--- config.mk ---
export PLATFORM = sky130hd
export DESIGN_NAME = reset_sequencer
export DESIGN_NICKNAME = d
export VERILOG_FILES = /design/src/rtl/reset_sequencer.sv
export SDC_FILE = /design/constraint.sdc
export NUM_CORES = 1
export LEC_CHECK = 0
export BUFFER_PORTS_ARGS = -buffer_cell sky130_fd_sc_hd__buf_2
export CORE_MARGIN = 8
export CORE_UTILIZATION = 53
export DETAILED_ROUTE_END_ITERATION = 8
export PLACE_DENSITY = 0.73
export SLEW_MARGIN = 15
export SYNTH_ARGS = -nofsm -noshare
export SYNTH_HDL_FRONTEND = slang
export SYNTH_SLANG_ARGS = --single-unit
--- constraint.sdc ---
create_clock -name clk -period 2.3 [get_ports clk]
set_clock_uncertainty 0.2 [all_clocks]
set_input_delay 0.69 -clock clk [delete_from_list [all_inputs] [get_ports clk]]
set_output_delay 0.69 -clock clk [all_outputs]
set_load 0.03 [all_outputs]
--- src/rtl/reset_sequencer.sv ---
// Staged reset release: all sub-block resets are held, then released one stage at a time once each reports ready.
// Optional ready-wait timeout is enabled by defining RESET_SEQ_TIMEOUT_EN.
module reset_sequencer #(
  parameter int STAGES      = 4,
  parameter int SYNC_DEPTH  = 2,
  parameter int STAGE_DELAY = 16,
  parameter int TIMEOUT     = 255
) (
  input  logic              clk,
  input  logic              reset_n,
  input  logic              soft_reset_req,
  input  logic [STAGES-1:0] stage_ready,
  output logic [STAGES-1:0] stage_reset,
  output logic              seq_done,
  output logic              timeout_err,
  output logic [2:0]        err_stage,
  output logic [1:0]        dbg_state
);

  typedef enum logic [1:0] {
    S_SYNC   = 2'd0,
    S_ASSERT = 2'd1,
    S_WAIT   = 2'd2,
    S_DONE   = 2'd3
  } state_e;

  localparam int          SW       = SYNC_DEPTH - 1;
  localparam logic [15:0] DLY      = 16'(STAGE_DELAY);
  localparam logic [15:0] DLY_M1   = 16'(STAGE_DELAY - 1);
  localparam logic [2:0]  LAST_IDX = 3'(STAGES - 1);
`ifdef RESET_SEQ_TIMEOUT_EN
  localparam int          TO_SUM   = STAGE_DELAY + TIMEOUT;
  localparam logic [15:0] TO_LIM   = (TO_SUM > 65535) ? 16'hFFFF : 16'(TO_SUM);
`endif

  // Handshake: stage i is released by clearing stage_reset[i]; its ready bit is
  // only sampled once STAGE_DELAY cycles have elapsed since that release, and
  // the next stage is released on the edge where both conditions hold.

  state_e             state_q, state_d;
  logic [SW-1:0]      sync_q;
  logic [15:0]        cnt_q, cnt_d;
  logic [2:0]         idx_q, idx_d;
  logic [STAGES-1:0]  rst_q, rst_d;
  logic               done_q, done_d;
  logic               terr_q, terr_d;
  logic [2:0]         est_q, est_d;

  logic [7:0]         ready_ext;
  logic               ready_sel;
  logic               advance;
  logic               to_hit;
  logic [STAGES-1:0]  next_mask;

  // The state register's S_SYNC -> S_ASSERT transition acts as the final synchronizer flop.
  always_ff @(posedge clk or negedge reset_n) begin
    if (!reset_n) begin
      sync_q <= '0;
    end else begin
      sync_q <= (sync_q << 1) | SW'(1);
    end
  end

  assign ready_ext = 8'(stage_ready);
  assign ready_sel = ready_ext[idx_q];
  assign next_mask = STAGES'(1) << (idx_q + 3'd1);

  always_comb begin
    state_d = state_q;
    cnt_d   = (cnt_q == 16'hFFFF) ? cnt_q : cnt_q + 16'd1;
    idx_d   = idx_q;
    rst_d   = rst_q;
    done_d  = done_q;
    terr_d  = terr_q;
    est_d   = est_q;
    advance = 1'b0;
    to_hit  = 1'b0;

    case (state_q)
      S_SYNC: begin
        rst_d = '1;
        cnt_d = '0;
        if (sync_q[SW-1]) state_d = S_ASSERT;
      end
      S_ASSERT: begin
        if (cnt_q == DLY_M1) begin
          rst_d   = ~(STAGES'(1));
          idx_d   = 3'd0;
          cnt_d   = '0;
          state_d = S_WAIT;
        end
      end
      S_WAIT: begin
`ifdef RESET_SEQ_TIMEOUT_EN
        to_hit = (cnt_q >= TO_LIM) && !ready_sel;
`endif
        advance = ((cnt_q >= DLY) && ready_sel) || to_hit;
        if (to_hit) begin
          terr_d = 1'b1;
          est_d  = idx_q;
        end
        if (advance) begin
          if (idx_q == LAST_IDX) begin
            state_d = S_DONE;
            done_d  = 1'b1;
            rst_d   = '0;
          end else begin
            rst_d = rst_q & ~next_mask;
            idx_d = idx_q + 3'd1;
            cnt_d = '0;
          end
        end
      end
      S_DONE: begin
        rst_d  = '0;
        done_d = 1'b1;
      end
      default: state_d = S_SYNC;
    endcase

    // A re-sequence request outranks any advance on the same edge.
    if (soft_reset_req && (state_q == S_WAIT || state_q == S_DONE)) begin
      state_d = S_ASSERT;
      cnt_d   = '0;
      idx_d   = 3'd0;
      rst_d   = '1;
      done_d  = 1'b0;
      terr_d  = 1'b0;
      est_d   = 3'd0;
    end
  end

  always_ff @(posedge clk or negedge reset_n) begin
    if (!reset_n) begin
      state_q <= S_SYNC;
      cnt_q   <= '0;
      idx_q   <= '0;
      rst_q   <= '1;
      done_q  <= 1'b0;
      terr_q  <= 1'b0;
      est_q   <= '0;
    end else begin
      state_q <= state_d;
      cnt_q   <= cnt_d;
      idx_q   <= idx_d;
      rst_q   <= rst_d;
      done_q  <= done_d;
      terr_q  <= terr_d;
      est_q   <= est_d;
    end
  end

  assign stage_reset = rst_q;
  assign seq_done    = done_q;
  assign timeout_err = terr_q;
  assign err_stage   = est_q;
  assign dbg_state   = state_q;

endmodule

==> reports/qor.csv, run 1 <==
metric,value,unit
outcome,"finished, violations left",
violations,setup timing,
numPlacedInstances,259,
achievable_freq,418,MHz
die_y,74.4,um
post-route-worst-setup-slack,-90.4,ps
cts.reportedPaths.clkPinSlew,140,ps
num_antenna_cells,0,
vias_per_std_cell,5.68,
htreeDepth,1,
final_worst_path_cycle_share,1.04,
ys.warnings.count,0,
final_cells,266,
timing.critical_path.required,2330,ps
yosys-top-cells-area,"dfrtp_1, ha_1, dfstp_2, nor2_1, mux2i_1",
end_kind,flop,
pwrdens,315,mW/mm2
dpl-instance-area,0.00209,mm2
drt_iter0_markers,109,
timing.critical_path.fanout_max,5,
timing.critical_path.arrival,2420,ps
post-route-drc-count,0,
initial_antenna_violation_count,0,
synth-adder-area-share,0.0970,
die_width,74.4,um
clock-sinks,27,
core-area,0.00331,mm2
synth.area.mux_share,0.0457,
first_global_vias,1566,
design.portCount,18,
number_of_flip_flops_and_latches_in_the_synthesized_netlist,27,
ir_worst_vdd,0.288,mV
post_route_cells_drive_above_1_share,0.345,
grt_setup_unrepaired,true,
rows,21,
setup_viol_count_final,14,
cts_buffers,3,
cts.root.buffer_cell,clkbuf_4,
maxSlewHeadroom,0.591,
report.final.slew_viol_count,0,
worst_slew_pin_slew,614,ps
design_area,0.00226,mm2
grt_start_max_net_pins,28,
synthCells,179,
worst-setup-path-type,flop to flop,
synth-seq-area-share,0.377,
design.final.nets,242,
clock_latency,320,ps
synth-simple-area-share,0.204,
synth_top_area_share,0.319,
clock_path_buffers,2,
post_synth.cell_area_avg,10.1,um2
antenna_left,0,
combinational_family_with_the_most_area_after_synthesis,simple AND/OR/NAND/NOR gates,
yosysUniqueCellTypes,53,
synth_top_cell_by_area,dfrtp_1,
number_of_flops_mapped_to_enable_cells_by_yosys,0,
crit_path_start_kind,flop,
io_buffers,13,
drt_pass1_iterations,4,
route.final.wire_length,4.21,mm
grt.total_usage,0.164,
final-hold-violation-count,0,
area_delta_synth_final,25.0,%
gp_routability_congestion,0.925,
synth-compound-area-share,0.185,
p_leak,1.09,nW
post_synth_xor_area_fraction,0.0388,
ys_async_sr_fraction,1.00,
total_power,0.711,mW
period_minus_slack,2390,ps
synth.cells.most_frequent,"dfrtp_1, nor2_1, ha_1",
grt-ovfl-total,0,
netlist_area,0.00181,mm2
fp.dieArea,0.00553,mm2
timing.max_cap.violations,0,
detailed_place_hpwl,3.05,mm
hp-class,primary input to async pin,
routed_wire_length_per_instance,15.8,um
detailroute.via_count,1511,
tritoncts_clock_tree,yes,
yosys_most_used_dff,dfrtp_1,
effective_utilization_at_floorplan,0.545,
grt_first_pass_wirelength,7.14,mm
yosys.cell_count.top_type,dfrtp_1,
## logic make-up (layout without fill, tap and decap cells)
kind of cell	count (synthesis)	after routing
AO/OA/AOI/OAI	37	37
XOR/XNOR	8	8
adder cells (fa/ha/maj)	14	14
buffers and inverters	17	55
flip-flops	27	27
multiplexers	7	7
other	2	5
AND/OR/NAND/NOR	67	67
## where the power goes
group | switching, mW | internal, mW | leakage (nW)
Clock | 0.139 | 0.0679 | 0.0150
Sequential | 0.000216 | 0.476 | 0.265
Combinational | 0.0230 | 0.00529 | 0.815
Total | 0.162 | 0.549 | 1.09
## metrics by stage
step                 util  TNS [ps]  hold WS (ps)  setup WS (ps)
floorplan               -         0           194          0.175
global placement    0.630      -136           290          -58.8
detailed placement  0.630      -525           292          -91.9
CTS                 0.662      -229           161          -49.8
global route        0.682     -1600           199           -138
finish              0.682      -432           157          -90.4
## path summary, 6_finish.rpt
path	from	endpoint	slack (ps)	cells past startpoint
max in group asynchronous	reset_n	idx_q[0]	1310	1
hold / removal	reset_n	cnt_q[0]	160	1
min in group clk	stage_reset[2]	stage_reset[2]	310	1
setup / recovery	cnt_q[15]	dbg_state[1]	-90	7
hold reg to reg	stage_reset[2]	stage_reset[2]	310	1
setup reg to reg	cnt_q[15]	dbg_state[1]	-90	7
## per-layer routing
| metal | track usage | up-vias | share of wire |
|---|---|---|---|
| li1 | - | 725 | - |
| met1 | 0.209 | 741 | 0.44 |
| met2 | 0.270 | 39 | 0.50 |
| met3 | 0.0229 | 6 | 0.047 |
| met4 | 0.0696 | 0 | 0.013 |
| met5 | 0 | - | 0 |
## cells in the final DEF, fill, tap and decap left out, drive strengths merged, types with 3 or more instances in the layout
| cell | Yosys | layout |
|---|---|---|
| buf | 5 | 40 |
| dfrtp | 23 | 23 |
| nor2 | 18 | 18 |
| ha | 14 | 14 |
| inv | 11 | 11 |
| nand3 | 8 | 8 |
| nand2 | 8 | 8 |
| nor3 | 8 | 8 |
| mux2i | 6 | 6 |
| a21oi | 5 | 5 |
| xnor2 | 5 | 5 |
| a21o | 5 | 5 |
| conb | 2 | 5 |
| nand4 | 4 | 4 |
| dfstp | 4 | 4 |
| o21ai | 4 | 4 |
| clkbuf | 1 | 4 |
| nand2b | 3 | 3 |
| or4 | 3 | 3 |
| xor2 | 3 | 3 |
| a2bb2oi | 3 | 3 |
| a211oi | 3 | 3 |
## cell type report
| class | count | area (um2) |
|---|---|---|
| fillers | 264 | 1050 |
| repair buffers | 40 | 295 |
| well taps | 46 | 57.6 |
| flip-flops and latches | 27 | 682 |
| multi-input cells | 138 | 1150 |
| inverters | 11 | 41.3 |
| clock buffers | 4 | 26.3 |
## state kept, by name, summed over array words and instances (netlist names)
| signal | cells |
|---|---|
| idx_q | 3 |
| cnt_q | 16 |
| sync_q | 1 |
| seq_done | 1 |
| stage_reset | 4 |
| dbg_state | 2 |
## repair_timing
action / CTS / global route
hold buffers: 0 / 0
endpoints found under the setup margin: 11 / 25
gates resized for setup: 9 / 15
pin swaps: 9 / 6
buffers inserted: 3 / 2
## critical path: stages, from the launching register on
cell	delay, ps
dfrtp_1	410
or4_4	580
o31a_4	400
a211oi_4	260
buf_6	160
buf_6	100
nor4b_2	30
a21o_1	150
(Power assumes the default switching activity.)
==> inputs of run 2 (changes only) <==
--- a/config.mk
+++ b/config.mk
@@ -8,6 +8,7 @@
 export BUFFER_PORTS_ARGS = -buffer_cell sky130_fd_sc_hd__buf_2
 export CORE_MARGIN = 8
 export CORE_UTILIZATION = 53
+export CTS_BUF_LIST = sky130_fd_sc_hd__clkbuf_16
 export DETAILED_ROUTE_END_ITERATION = 8
 export PLACE_DENSITY = 0.73
 export SLEW_MARGIN = 15
==> constraint.sdc (replaced) <==
create_clock -name clk -period 2.3 [get_ports clk]
set_clock_uncertainty 0.2 [all_clocks]
set_input_delay 0.345 -clock clk [delete_from_list [all_inputs] [get_ports clk]]
set_output_delay 0.345 -clock clk [all_outputs]
set_load 0.03 [all_outputs]
==> reports/qor.csv, run 2 (synthesis gave the netlist of run 1 again) <==
metric,value,unit,change
final_worst_path_cycle_share,1.05,,was 1.04
num_antenna_cells,0,,unchanged
finish.utilization,0.699,,was 0.682
grt_start_max_net_pins,28,,unchanged
hp-class,primary input to flop,,was primary input to async pin
crit_path_top_delay_cell,or4_4,,unchanged
effective_utilization_at_floorplan,0.545,,unchanged
initial_antenna_violation_count,0,,unchanged
met3_usage_in_global_routing,0.0270,,was 0.0229
leading_cell_type_in_the_layout_fill_and_taps_excluded,buf_4,,
grt_util_met1,0.210,,was 0.209
grt-ovfl-total,0,,unchanged
grt_busiest_layer,met2,,unchanged
design.final.nets,246,,was 242
worst_slew_pin_slew,607,ps,was 614 ps
fp.dieArea,0.00553,mm2,unchanged
pwrdens,390,mW/mm2,was 315 mW/mm2
antenna_left,0,,unchanged
setup_viol_count_final,23,,was 14
violations,setup timing,,unchanged
clock_latency,260,ps,was 320 ps
post-route-drc-count,0,,unchanged
largest_register_ff_count,16,,unchanged
p_leak,1.14,nW,was 1.09 nW
tritoncts_clock_tree,yes,,unchanged
cts.reportedPaths.clkPinSlew,70,ps,was 140 ps
timing.critical_path.required,2290,ps,was 2330 ps
post_route_cells_drive_above_1_share,0.348,,was 0.345
clock-sinks,27,,unchanged
cts.root.buffer_cell,clkbuf_16,,was clkbuf_4
area_delta_synth_final,28.1,%,was 25.0%
area.sequential,681,um2,was 682 um2
post-place-ws,-128,ps,was -91.9 ps
post-route-worst-setup-slack,-115,ps,was -90.4 ps
htreeDepth,1,,unchanged
core-area,0.00331,mm2,unchanged
outcome,"finished, violations left",,unchanged
first_global_vias,1407,,was 1566
maxSlewHeadroom,0.595,,was 0.591
report.final.slew_viol_count,0,,unchanged
vias_per_std_cell,5.57,,was 5.68
end_kind,flop,,unchanged
routed_wire_length_per_instance,15.5,um,was 15.8 um
cts_buffers,3,,unchanged
die_y,74.4,um,unchanged
achievable_freq,414,MHz,was 418 MHz
worst-setup-path-type,flop to flop,,unchanged
gp_routability_congestion,0.921,,was 0.925
design_area,0.00231,mm2,was 0.00226 mm2
design.portCount,18,,unchanged
grt.total_usage,0.156,,was 0.164
route.final.wire_length,4.19,mm,was 4.21 mm
detailroute.via_count,1505,,was 1511
drt_iter0_markers,119,,was 109
most-common-layout-cells,"buf_4, dfrtp_1, nor2_1, ha_1, buf_2",,"was dfrtp_1, buf_4, nor2_1, ha_1, buf_2"
ir_worst_vdd,0.299,mV,was 0.288 mV
timing.critical_path.arrival,2400,ps,was 2420 ps
timing.critical_path.fanout_max,3,,was 5
fillerInstances,245,,was 264
worstRegToRegCells,5,,was 7
grt_first_pass_wirelength,6.76,mm,was 7.14 mm
rows,21,,unchanged
timing.max_cap.violations,0,,unchanged
period_minus_slack,2410,ps,was 2390 ps
detailed_place_hpwl,2.97,mm,was 3.05 mm
area_of_the_multi_input_gates,0.00115,mm2,about the same
clock_path_buffers,2,,unchanged
io_buffers,13,,unchanged
global_route.usage.met2,0.235,,was 0.270
timing.critical_path.cells,or4_4 > o41a_1 > buf_4 > or3_4 > o22ai_2,,was or4_4 > o31a_4 > a211oi_4 > buf_6 > buf_6 > nor4b_2 > a21o_1
grt_setup_unrepaired,true,,unchanged
top_register,cnt_q,,unchanged
final-hold-violation-count,0,,unchanged
die_width,74.4,um,unchanged
timing.critical_path.slowest_cell_delay,570,ps,was 580 ps
crit_path_start_kind,flop,,unchanged
dpl-instance-area,0.00209,mm2,about the same
drt_pass1_iterations,4,,unchanged
whs_path_depth,3,,
run 2: cell count changes in the layout (fill, tap and decap cells not counted), sizes merged:
cell,delta
inv,+1
buf,+3
dlygate4sd3,+1
clkbuf,-1
run 2: timing repair:
| item | CTS | global route |
|---|---|---|
| setup endpoints to repair | 21 | 25 |
| buffers inserted | 2 | 3 |
| resized for setup | 3 | 17 |
| gates cloned | 0 | 0 |
| hold buffers | 1 | 0 |
| pin swaps | 6 | 7 |
| endpoints found under the hold margin | 23 | 0 |
run 2: report_power, final:
part / internal [mW] / leakage (nW) / switching [mW] / total (mW)
registers: 0.476 / 0.266 / 0.000358 / 0.476
clock network: 0.233 / 0.0423 / 0.163 / 0.396
logic: 0.00632 / 0.830 / 0.0228 / 0.0291
run 2: per-layer routing:
layer | share of wire | vias up
met5 | 0 | -
met4 | 0.020 | 0
met3 | 0.062 | 7
met2 | 0.48 | 48
met1 | 0.44 | 713
li1 | - | 737
run 2: stage by stage:
stage | setup TNS (ps) | instances | power, mW | hold WS, ps
2_1_floorplan | 0 | 182 | 0.502 | -151
3_3_place_gp | -481 | 261 | 0.512 | 176
3_5_place_dp | -1330 | 261 | 0.513 | 190
4_1_cts | -1580 | 268 | 0.913 | 288
5_1_grt | -3420 | 270 | 0.935 | 317
6_report | -1860 | 270 | 0.901 | 304
run 2: layout make-up:
type | instances | share of cell area
Multi-Input combinational cell | 138 | 0.496
Sequential cell | 27 | 0.294
Timing Repair Buffer | 44 | 0.133
Clock buffer | 3 | 0.0324
Tap cell | 46 | 0.0249
Inverter | 11 | 0.0178
Clock inverter | 1 | 0.00162
run 2: worst paths after layout:
check / startpoint / end / slack, ps
worst max-delay path: cnt_q[11] / idx_q[1] / -110
worst min-delay path: soft_reset_req / idx_q[2] / 300
worst max register to register: cnt_q[11] / idx_q[1] / -110
worst min register to register: stage_reset[1] / stage_reset[1] / 320
max in group asynchronous: reset_n / cnt_q[2] / 1060
min in group asynchronous: reset_n / sync_q / 440
run 2: worst max-delay path, delay by kind of cell, from the launching register on:
kind            cells  cell delay [ps]
buf+inv             1              160
flops               1              380
compound gates      2              670
simple gates        2              920
